<file path="src/rtl/iter_shifter_if.sv">
// iter_shifter_if -- request/result bundle for the iterative shifter.
//   start  : request strobe (sampled in IDLE/DONE only)
//   op     : 00 LSR, 01 LSL, 10 ASR, 11 ROR (LSR unless SHIFTER_ROTATE_EN)
//   shamt  : shift amount, 0..WIDTH-1
//   d_in   : operand
//   d_out  : data register (intermediate during SHIFT, result from DONE on)
//   busy   : high while shifting
//   done   : one-cycle completion flag
// master = requester side, slave = shifter side.
interface iter_shifter_if #(
  parameter int WIDTH = 8,
  parameter int SHW   = 3
);
  logic             start;
  logic [1:0]       op;
  logic [SHW-1:0]   shamt;
  logic [WIDTH-1:0] d_in;
  logic [WIDTH-1:0] d_out;
  logic             busy;
  logic             done;

  modport master (output start, op, shamt, d_in, input d_out, busy, done);
  modport slave  (input start, op, shamt, d_in, output d_out, busy, done);
endinterface

</file>
<file path="src/rtl/iter_shifter.sv">
// iter_shifter -- one-bit-per-cycle shifter (LSR/LSL/ASR, optional ROR).
// Ports:
//   clk   : clock, rising edge
//   reset : asynchronous active-high reset
//   bus   : iter_shifter_if.slave (start/op/shamt/d_in in, d_out/busy/done out)
// Build option: define SHIFTER_ROTATE_EN to make op=11 rotate right;
// otherwise op=11 is a plain logical shift right and no rotate path exists.
// A request with shamt=N reaches DONE N+1 edges after the accepting edge
// counts as the first; DONE accepts a new start directly (no dead cycle).
module iter_shifter #(
  parameter int WIDTH = 8,
  parameter int SHW   = 3
) (
  input  logic          clk,
  input  logic          reset,
  iter_shifter_if.slave bus
);

  typedef enum logic [1:0] {IDLE, SHIFT, DONE} state_t;

  state_t           state_q, state_d;
  logic [WIDTH-1:0] data_q,  data_d;
  logic [SHW-1:0]   cnt_q,   cnt_d;
  logic [1:0]       mode_q,  mode_d;

  // Single-bit step for the latched mode.
  function automatic logic [WIDTH-1:0] step(input logic [WIDTH-1:0] d,
                                            input logic [1:0] m);
    logic [WIDTH-1:0] r;
    r = {1'b0, d[WIDTH-1:1]};
    case (m)
      2'b01:   r = {d[WIDTH-2:0], 1'b0};
      2'b10:   r = {d[WIDTH-1], d[WIDTH-1:1]};
`ifdef SHIFTER_ROTATE_EN
      2'b11:   r = {d[0], d[WIDTH-1:1]};
`endif
      default: r = {1'b0, d[WIDTH-1:1]};
    endcase
    return r;
  endfunction

  always_ff @(posedge clk or posedge reset) begin
    if (reset) begin
      state_q <= IDLE;
      data_q  <= '0;
      cnt_q   <= '0;
      mode_q  <= 2'b00;
    end else begin
      state_q <= state_d;
      data_q  <= data_d;
      cnt_q   <= cnt_d;
      mode_q  <= mode_d;
    end
  end

  always_comb begin
    state_d = state_q;
    data_d  = data_q;
    cnt_d   = cnt_q;
    mode_d  = mode_q;
    case (state_q)
      IDLE, DONE: begin
        if (state_q == DONE) state_d = IDLE;
        if (bus.start) begin
          data_d  = bus.d_in;
          cnt_d   = bus.shamt;
          mode_d  = bus.op;
          state_d = (bus.shamt != '0) ? SHIFT : DONE;
        end
      end
      SHIFT: begin
        // Inputs are deliberately not looked at here.
        data_d = step(data_q, mode_q);
        cnt_d  = cnt_q - SHW'(1);
        if (cnt_q == SHW'(1)) state_d = DONE;
      end
      default: state_d = IDLE;
    endcase
  end

  assign bus.d_out = data_q;
  assign bus.busy  = (state_q == SHIFT);
  assign bus.done  = (state_q == DONE);

endmodule

</file>
<file path="src/flat_wrapper.sv">
// flat-port wrapper written by rule: the top's interface ports become plain ports
module iter_shifter_flat 
#(
  parameter int WIDTH = 8,
  parameter int SHW   = 3
)
  (clk, reset, bus_start, bus_op, bus_shamt, bus_d_in, bus_d_out, bus_busy, bus_done);
  iter_shifter_if #(.WIDTH(WIDTH), .SHW(SHW)) bus_i ();
  input  logic clk;
  input  logic reset;
  input wire logic [$bits(bus_i.start)-1:0] bus_start;
  input wire logic [$bits(bus_i.op)-1:0] bus_op;
  input wire logic [$bits(bus_i.shamt)-1:0] bus_shamt;
  input wire logic [$bits(bus_i.d_in)-1:0] bus_d_in;
  output wire logic [$bits(bus_i.d_out)-1:0] bus_d_out;
  output wire logic [$bits(bus_i.busy)-1:0] bus_busy;
  output wire logic [$bits(bus_i.done)-1:0] bus_done;
  assign bus_i.start = bus_start;
  assign bus_i.op = bus_op;
  assign bus_i.shamt = bus_shamt;
  assign bus_i.d_in = bus_d_in;
  assign bus_d_out = bus_i.d_out;
  assign bus_busy = bus_i.busy;
  assign bus_done = bus_i.done;
  iter_shifter #(.WIDTH(WIDTH), .SHW(SHW)) u_core (.clk(clk), .reset(reset), .bus(bus_i));
endmodule
</file>
<file path="config.mk">
export PLATFORM = sky130hd
export DESIGN_NAME = iter_shifter_flat
export DESIGN_NICKNAME = d
export VERILOG_FILES = /design/src/rtl/iter_shifter_if.sv /design/src/rtl/iter_shifter.sv /design/src/flat_wrapper.sv
export SDC_FILE = /design/constraint.sdc
export NUM_CORES = 1
export LEC_CHECK = 0
export CAP_MARGIN = 15
export CORE_MARGIN = 1
export CORE_UTILIZATION = 30
export CTS_CLUSTER_DIAMETER = 200
export DETAILED_ROUTE_END_ITERATION = 8
export GPL_TIMING_DRIVEN = 0
export PLACE_DENSITY = 0.56
export SETUP_SLACK_MARGIN = 0.4
export SYNTH_ARGS = -nofsm -noshare
export SYNTH_HDL_FRONTEND = slang
export SYNTH_SLANG_ARGS = --single-unit
</file>
<file path="constraint.sdc">
create_clock -name clk -period 2.2 [get_ports clk]
set_clock_uncertainty 0.1 [all_clocks]
set_input_delay 0.44 -clock clk [delete_from_list [all_inputs] [get_ports clk]]
set_output_delay 0.44 -clock clk [all_outputs]
set_load 0.05 [all_outputs]
</file>
==> flow_summary.yaml, run 1 <==
die:
  start_util_pct: 32.9
  row_count: 18
  fp.dieW_um: 55.3
  io-pin-count: 26
  design.die.area_um2: 3060
  core_area_um2: 2590
  die_y_um: 55.3
routing:
  ant_nets: 0
  firstDrtPassIters: 4
  drt-initial-drc-count: 19
  drc: 0
  wire_per_inst_um: 13.8
  vias: 687
  via_per_inst: 5.05
  wl_um: 1870
layout:
  fill_cells: 254
  layout-drive-gt1-share_pct: 18.9
  insertedDiodeCount: 0
  fin_nets: 127
  areaGrowthSynthToFinish_pct: 34.0
power_and_ir_drop:
  p_sw_share_pct: 49.4
  switching_power_w: 0.000958
  pwr-share-seq_pct: 28.4
  p_comb_share_pct: 63.2
  cellLeakagePower_nw: 0.514
  pwr-share-clk_pct: 8.4
  p_total_w: 0.00194
  peakVddDrop_mv: 0.859
  powerDensity_nw_per_um2: 1700
  p_int_w: 0.000983
synthesis:
  avgSynthCellArea_um2: 11.1
  ys_warn_count: 0
  synth_edf_count: 0
  ys_types: 29
  ys.flop_type: "dfrtp_1"
  syn-num-nets: 97
  yosys.area.top_type: "dfrtp_1"
  synth_top_area_share_pct: 44.0
  synth_common_cells: "15 x dfrtp_1, 8 x mux2i_1, 7 x inv_1, 6 x a21oi_1, 6 x a221oi_1"
  synth_area_leaders: "dfrtp_1 44%, mux2i_1 9.4%, a221oi_1 6.2%, ha_1 5.9%, a21oi_1 3.5%"
  synth_area_um2: 853
  yosys_register_bits: 15
  synth_most_common_cell: "dfrtp_1"
  postSynthCellCount: 77
  yosysSeqAreaShare_pct: 44.0
  synth-async-reset-ratio_pct: 100
global_route:
  grt_pass1_wl_um: 3280
  grtUsageTotal_pct: 13.6
  gr-total-overflow: 0
  grt_pass1_vias: 700
  grt_max_degree: 16
  antenna_found_initial: 0
place:
  pre_cts_slack_ns: 0.154
  gp_congestion: 0.701
  io_buffers: 25
  hpwl_um: 1390
timing:
  slew_viol_final: 0
  clock.fmax_mhz: 571
  hold_viol: 0
  tns_ns: 0
  slew_headroom_pct: 61.1
  finalCritPeriodShare_pct: 79.7
  layout_setup_ws_ns: 0.448
  setup_viol: 0
  tightestPinTransition_ns: 0.583
  rsz0062_at_grt: "true"
  period_minus_slack_ns: 1.75
worst_setup_path:
  critical_path_arrival_ns: 1.21
  regToRegSetupSlack_ns: 0.49
  critical_path_class: "reg2out"
  worstPathMaxFanout: 5
  crit_path_start: "u_core.state_q[1]"
  ff2ff_path_depth: 6
  cp-start-kind: "register"
  rr_startpoint: "u_core.mode_q[0]"
  endpoint: "bus_busy"
  cp-end-kind: "output port"
  worstReg2RegEnd: "u_core.bus.d_out[4]"
  crit_required_ns: 1.66
clock_network:
  cts-hold-fix-buffers: 0
  cts_root_buffer: "clkbuf_4"
  cts_buffers: 3
  cts.sinks: 15
  cts_htree_levels: 1
  cts_buffer_depth: 2
  post_cts_resized: 17
  clk_latency_ns: 0.30
  postCtsSetupBuffers: 0
  cts_tree: "built"
  path_clk_slew_ns: 0.10
min_path:
  hold_class: "in2async"
run:
  drv_cap: 0
status:
  outcome: "complete, no violations"
-- kinds of logic after synthesis --
group / count (synthesis) / synth area share, %
AO/OA/AOI/OAI: 22 / 19.6
flip-flops: 15 / 44.0
AND/OR/NAND/NOR: 16 / 10.9
buffers and inverters: 12 / 10.3
adder cells (fa/ha/maj): 4 / 5.87
multiplexers: 8 / 9.38
-- how the worst min path moves through the flow --
stage | slack, ns | end | start
after floorplan | 0.24 | u_core.bus.d_out[0] | reset
after global placement | 0.40 | u_core.cnt_q[1] | u_core.cnt_q[1]
after detailed placement | 0.40 | u_core.cnt_q[1] | u_core.cnt_q[1]
after CTS | 0.41 | u_core.cnt_q[2] | reset
after global routing | 0.43 | u_core.cnt_q[2] | reset
final | 0.39 | u_core.cnt_q[2] | reset
-- through the flow --
stage | instance area [um2] | utilization (%) | hold slack, ns | instances
finish | 1140 | 44.2 | 0.387 | 136
global placement | 1140 | 44.1 | 0.404 | 132
detailed placement | 1140 | 44.1 | 0.401 | 132
CTS | 1160 | 44.6 | 0.413 | 136
global route | 1140 | 44.2 | 0.425 | 136
floorplan | 853 | - | 0.241 | 77
-- layer usage --
metal / wire [um] / vias up / global-route usage [%]
met5: 0 / - / 0
met4: 19 / 0 / 4.29
met3: 124 / 2 / 5.85
met2: 834 / 22 / 21.0
met1: 895 / 324 / 17.0
li1: - / 339 / -
-- critical path, stage by stage (launching register included) --
cell	delay, ns
dfrtp_1	0.39
nand2b_2	0.19
inv_1	0.16
buf_6	0.18
-- area by class of cell --
| class | count | area (um2) | share of cell area (%) |
|---|---|---|---|
| Clock inverter | 1 | 5.00 | 0.438 |
| Inverter | 7 | 26.3 | 2.30 |
| Timing Repair Buffer | 25 | 225 | 19.7 |
| Clock buffer | 3 | 22.5 | 1.97 |
| Tap cell | 30 | 37.5 | 3.28 |
| Sequential cell | 15 | 375 | 32.8 |
| Buffer | 5 | 61.3 | 5.36 |
| Multi-Input combinational cell | 50 | 390 | 34.1 |
-- sequential cells by signal (all words and copies together) (netlist names) --
register	flops
u_core.mode_q	2
u_core.bus.d_out	8
u_core.cnt_q	3
u_core.state_q	2
-- power groups by stage --
stage / Clock [W] / Combinational, W / Sequential (W)
CTS: 0.000169 / 0.00124 / 0.000546
global placement: 0 / 0.00128 / 0.000551
detailed placement: 0 / 0.00129 / 0.000553
finish: 0.000163 / 0.00123 / 0.000551
floorplan: 0 / 0.000698 / 0.000786
global route: 0.000186 / 0.00135 / 0.000569
-- cell usage in the layout, fill, tap and decap left out, types with 2 or more instances in the layout --
cell type / netlist / layout
ha_1: 4 / 4
clkbuf_4: 0 / 3
nand2_1: 2 / 2
o21ai_0: 3 / 3
buf_6: 2 / 3
mux2i_1: 8 / 8
dfrtp_1: 15 / 15
clkbuf_2: 0 / 4
inv_1: 7 / 7
clkdlybuf4s50_1: 0 / 15
a221o_2: 2 / 2
a221oi_1: 6 / 6
a21oi_1: 6 / 6
clkdlybuf4s15_1: 0 / 3
nor2_1: 4 / 4
No activity file was read; power rests on OpenSTA's default activity.
==> run 2: changes to the inputs <==
- PLACE_DENSITY: 0.56 -> 0.58
- clock period: 2.2 -> 1.5 ns (I/O delays scaled with it)
==> run 2 against run 1 <==
Against the previous run:
- the run now ends with setup timing left
- final cell count is 18% higher
- hold slack worse by 0.12 ns
- global-route usage increased by 1.1 points
- clock-buffer cell count did not move
- critical path type is now reg2reg
==> flow_summary.yaml, run 2 (synthesis results as in run 1) <==
status:
  outcome: "finished with violations"
  violations: "setup timing"
worst_setup_path:
  critical_path_class: "reg2reg"
  regToRegSetupSlack_ns: -0.07
  cp-end-kind: "register"
  cp-start-kind: "register"
  worstPathMaxFanout: 7
  crit_required_ns: 1.58
  critical_path_arrival_ns: 1.65
die:
  die_y_um: 55.3
  row_count: 18
  start_util_pct: 32.9
  core_area_um2: 2590
  fp.dieW_um: 55.3
  io-pin-count: 26
  design.die.area_um2: 3060
power_and_ir_drop:
  peakVddDrop_mv: 1.43
  p_comb_share_pct: 74.7
  switching_power_w: 0.00173
  pwr-share-seq_pct: 19.3
  p_int_w: 0.00232
  cellLeakagePower_nw: 0.687
  pwr-share-clk_pct: 5.9
  p_sw_share_pct: 42.7
  powerDensity_nw_per_um2: 2680
global_route:
  gr-total-overflow: 0
  grtUsageTotal_pct: 14.7
  use_met2_pct: 24.1
  grtUsageMet1_pct: 18.0
  grt_pass1_wl_um: 3530
  grt_max_degree: 16
  grt_pass1_vias: 784
  grt.busiest_layer: "met2"
  antenna_found_initial: 0
  gr-usage-met3_pct: 5.39
timing:
  slew_viol_final: 0
  layout_setup_ws_ns: -0.0725
  finalCritPeriodShare_pct: 105
  holdWs_ns: 0.264
  period_minus_slack_ns: 1.57
  slew_headroom_pct: 59.8
  rsz0062_at_grt: "true"
  hold_viol: 0
  tightestPinTransition_ns: 0.603
  clock.fmax_mhz: 636
  setup_viol: 9
layout:
  layout-drive-gt1-share_pct: 50.8
  fin_nets: 151
  final_core_util_pct: 58.4
  areaGrowthSynthToFinish_pct: 77.3
  fill_cells: 230
  final_cell_mix: "19 x buf_4, 15 x clkdlybuf4s50_1, 14 x dfrtp_1"
  layout_commonest_cell: "buf_4"
  insertedDiodeCount: 0
  largest_register_ffs: 8
place:
  pre_cts_slack_ns: -0.366
  io_buffers: 25
  gp_congestion: 0.702
  hpwl_um: 1350
clock_network:
  cts_tree: "built"
  cts.sinks: 15
  cts_htree_levels: 1
  clk_latency_ns: 0.29
  path_clk_slew_ns: 0.10
  cts-hold-fix-buffers: 0
  cts_root_buffer: "clkbuf_4"
  cts_buffers: 3
  cts_buffer_depth: 2
min_path:
  hold_class: "in2async"
routing:
  firstDrtPassIters: 4
  via_per_inst: 5.06
  wl_um: 2170
  drc: 0
  drt-initial-drc-count: 9
  ant_nets: 0
  vias: 809
  wire_per_inst_um: 13.5
run:
  drv_cap: 0
==> run 2: changes by cell type in the layout (fill, tap and decap cells not counted), moves of 3 or more <==
cell / change
a221oi_2: +6
inv_1: -3
buf_6: +10
a221oi_1: -6
clkdlybuf4s15_1: -3
clkbuf_2: -4
buf_4: +19
buf_8: +3
==> run 2: critical path, stage by stage (launching register included) <==
cell,delay (ns)
dfrtp_1,0.40
inv_2,0.08
ha_4,0.19
or2_4,0.25
buf_8,0.14
a221oi_2,0.24
a21oi_1,0.06
==> run 2: worst paths after layout <==
check,start,endpoint,cells past startpoint
min in group clk,u_core.cnt_q[1],u_core.cnt_q[1],1
min,reset,u_core.state_q[1],2
max in group asynchronous,reset,u_core.state_q[0],2
max reg2reg,u_core.mode_q[0],u_core.bus.d_out[5],6
max,u_core.mode_q[0],u_core.bus.d_out[5],6
min reg2reg,u_core.cnt_q[1],u_core.cnt_q[1],1
==> run 2: area by class of cell <==
class / count / area, um2 / share of cell area [%]
multi-input cells: 50 / 484 / 32.0
repair buffers: 49 / 480 / 31.8
inverters: 7 / 30.0 / 1.99
clock inverters: 1 / 5.00 / 0.331
plain buffers: 5 / 76.3 / 5.05
flip-flops and latches: 15 / 377 / 24.9
clock buffers: 3 / 22.5 / 1.49
well taps: 30 / 37.5 / 2.48
==> run 2: power by group through the flow <==
stage          clock, W  sequential, W  combinational [W]
2_1_floorplan         0        0.00119            0.00127
6_report       0.000240       0.000785            0.00303
5_1_grt        0.000267       0.000807            0.00323
3_3_place_gp          0       0.000845            0.00213
4_1_cts        0.000256       0.000765            0.00286
3_5_place_dp          0       0.000848            0.00214
==> run 2: per-layer routing <==
metal | wire [um] | part of all wire, % | vias up
met5 | 0 | 0 | -
met4 | 12 | 0.55 | 0
li1 | - | - | 392
met3 | 148 | 6.8 | 2
met1 | 944 | 44 | 386
met2 | 1060 | 49 | 29
==> run 2: repair_timing <==
action / in CTS / in global routing
cloned: 2 / 0
pin swaps: 0 / 3
endpoints found under the setup margin: 25 / 25
gates resized for setup: 77 / 8
setup buffers: 18 / 4
==> run 2: stage by stage <==
step	instances	cell area, um2	setup TNS [ns]	power [W]
after floorplan	77	926	0	0.00246
after global placement	132	1210	-3.82	0.00298
after detailed placement	132	1210	-3.87	0.00299
after CTS	156	1460	-0.460	0.00389
after global routing	160	1510	-0.809	0.00431
final	160	1510	-0.295	0.00406
==> run 3: changes to the inputs <==
- CTS_CLUSTER_DIAMETER: 200 -> default
- GPL_TIMING_DRIVEN: 0 -> default
==> run 3 against run 2 <==
Against the previous run:
- the run still ends with setup timing left
- core utilization is 1.2 points higher
- non-clock buffer count fell by 5
- critical path depth decreased by 2
- via count down 4.3%
- maximum frequency is 2.8% higher
- sequential share of layout area hardly changed
- largest cell class unchanged
- largest power group unchanged
==> flow_summary.yaml, run 3 (synthesis results as in run 1) <==
timing:
  layout_setup_ws_ns: -0.0296
  tns_ns: -0.0349
  tightestPinTransition_ns: 0.208
  holdWs_ns: 0.204
  slew_viol_final: 0
  finalCritPeriodShare_pct: 102
  clock.fmax_mhz: 654
  period_minus_slack_ns: 1.53
  hold_viol: 0
  setup_viol: 2
  rsz0062_at_grt: "true"
  slew_headroom_pct: 86.0
global_route:
  gr-total-overflow: 0
  grt_pass1_vias: 729
  grt_max_degree: 16
  antenna_found_initial: 0
  grt_pass1_wl_um: 3260
  grtUsageTotal_pct: 13.3
place:
  io_buffers: 25
  placed_cell_area_um2: 1290
  hpwl_um: 1400
  gp_congestion: 0.727
  pre_cts_slack_ns: -0.262
routing:
  firstDrtPassIters: 4
  vias: 774
  drt-initial-drc-count: 16
  wire_per_inst_um: 13.7
  via_per_inst: 4.99
  wl_um: 2120
  ant_nets: 0
  drc: 0
worst_setup_path:
  ff2ff_path_depth: 4
  critical_path_class: "reg2reg"
  cp_top_family: "flip-flops"
  max_stage_delay_ns: 0.42
  crit_required_ns: 1.56
  slowest_stage: "dfrtp_1"
  worstPathMaxFanout: 7
  worst-path-stages: 4
  cp-start-kind: "register"
  cp_num_buf_inv: 0
  crit_path_cell_trace: "ha_4, and2b_4, a211o_1, o311a_4"
  critical_path_arrival_ns: 1.59
  cp-end-kind: "register"
power_and_ir_drop:
  switching_power_w: 0.00175
  peakVddDrop_mv: 1.73
  p_comb_share_pct: 73.4
  cellLeakagePower_nw: 0.665
  p_int_w: 0.00233
  p_sw_share_pct: 43.0
  pwr-share-seq_pct: 20.8
  pwr-share-clk_pct: 5.7
  powerDensity_nw_per_um2: 2650
status:
  violations: "setup timing"
  outcome: "finished with violations"
die:
  start_util_pct: 32.9
  design.die.area_um2: 3060
  row_count: 18
  core_area_um2: 2590
  fp.dieW_um: 55.3
  io-pin-count: 26
  die_y_um: 55.3
layout:
  areaGrowthSynthToFinish_pct: 80.8
  final_cell_mix: "18 x buf_4, 15 x clkdlybuf4s50_1, 10 x buf_12"
  largest_register_ffs: 8
  stdcell_area_um2: 1540
  layout_commonest_cell: "buf_4"
  layout-drive-gt1-share_pct: 58.4
  fin_nets: 146
  insertedDiodeCount: 0
  final_core_util_pct: 59.6
clock_network:
  cts_buffers: 3
  clk_latency_ns: 0.28
  path_clk_slew_ns: 0.10
  cts_root_buffer: "clkbuf_4"
  cts_tree: "built"
  cts_htree_levels: 1
  cts_buffer_depth: 2
  cts.sinks: 15
run:
  drv_cap: 0
min_path:
  hold_class: "in2async"
## run 3: power by group through the flow
stage	Clock, W	Sequential, W	Combinational, W
final	0.000234	0.000850	0.00300
after floorplan	0	0.00119	0.00127
after global routing	0.000262	0.000879	0.00316
after detailed placement	0	0.000905	0.00230
after global placement	0	0.000902	0.00228
after CTS	0.000249	0.000846	0.00278
## run 3: final timing paths
check	startpoint	endpoint	slack (ns)
min	reset	u_core.bus.d_out[6]	0.20
max in group asynchronous	reset	u_core.bus.d_out[7]	0.89
min in group clk	u_core.cnt_q[1]	u_core.cnt_q[1]	0.45
max reg2reg	u_core.mode_q[1]	u_core.bus.d_out[7]	-0.03
max	u_core.mode_q[1]	u_core.bus.d_out[7]	-0.03
min reg2reg	u_core.cnt_q[1]	u_core.cnt_q[1]	0.45
## run 3: worst min-delay path, stage by stage
cell             delay (ns)
clkdlybuf4s50_1        0.39
inv_1                  0.05
buf_4                  0.22
## run 3: final cells by class
cell class,count,area (um2)
multi-input cells,50,512
fillers,209,1050
repair buffers,49,553
well taps,30,37.5
flip-flops and latches,15,384
inverters,7,30.0
clock buffers,4,26.3
## run 3: per-layer routing
| metal | vias up | track usage, % | wire (um) |
|---|---|---|---|
| met5 | - | 0 | 0 |
| met2 | 15 | 20.7 | 1030 |
| met3 | 2 | 2.34 | 67 |
| met4 | 0 | 5.36 | 15 |
| li1 | 382 | - | - |
| met1 | 375 | 18.3 | 1020 |
## run 3: stage by stage
stage / instances / total power, W
5_1_grt: 155 / 0.00430
4_1_cts: 149 / 0.00387
6_report: 155 / 0.00408
2_1_floorplan: 77 / 0.00246
3_5_place_dp: 134 / 0.00321
3_3_place_gp: 134 / 0.00319
## run 3: timing repair
item	in CTS	in global routing
setup buffers	11	6
gates resized for setup	20	11
setup endpoints to repair	24	25
cloned	0	0
hold buffers	0	0
hold endpoints to repair	0	0
pin swaps	4	4
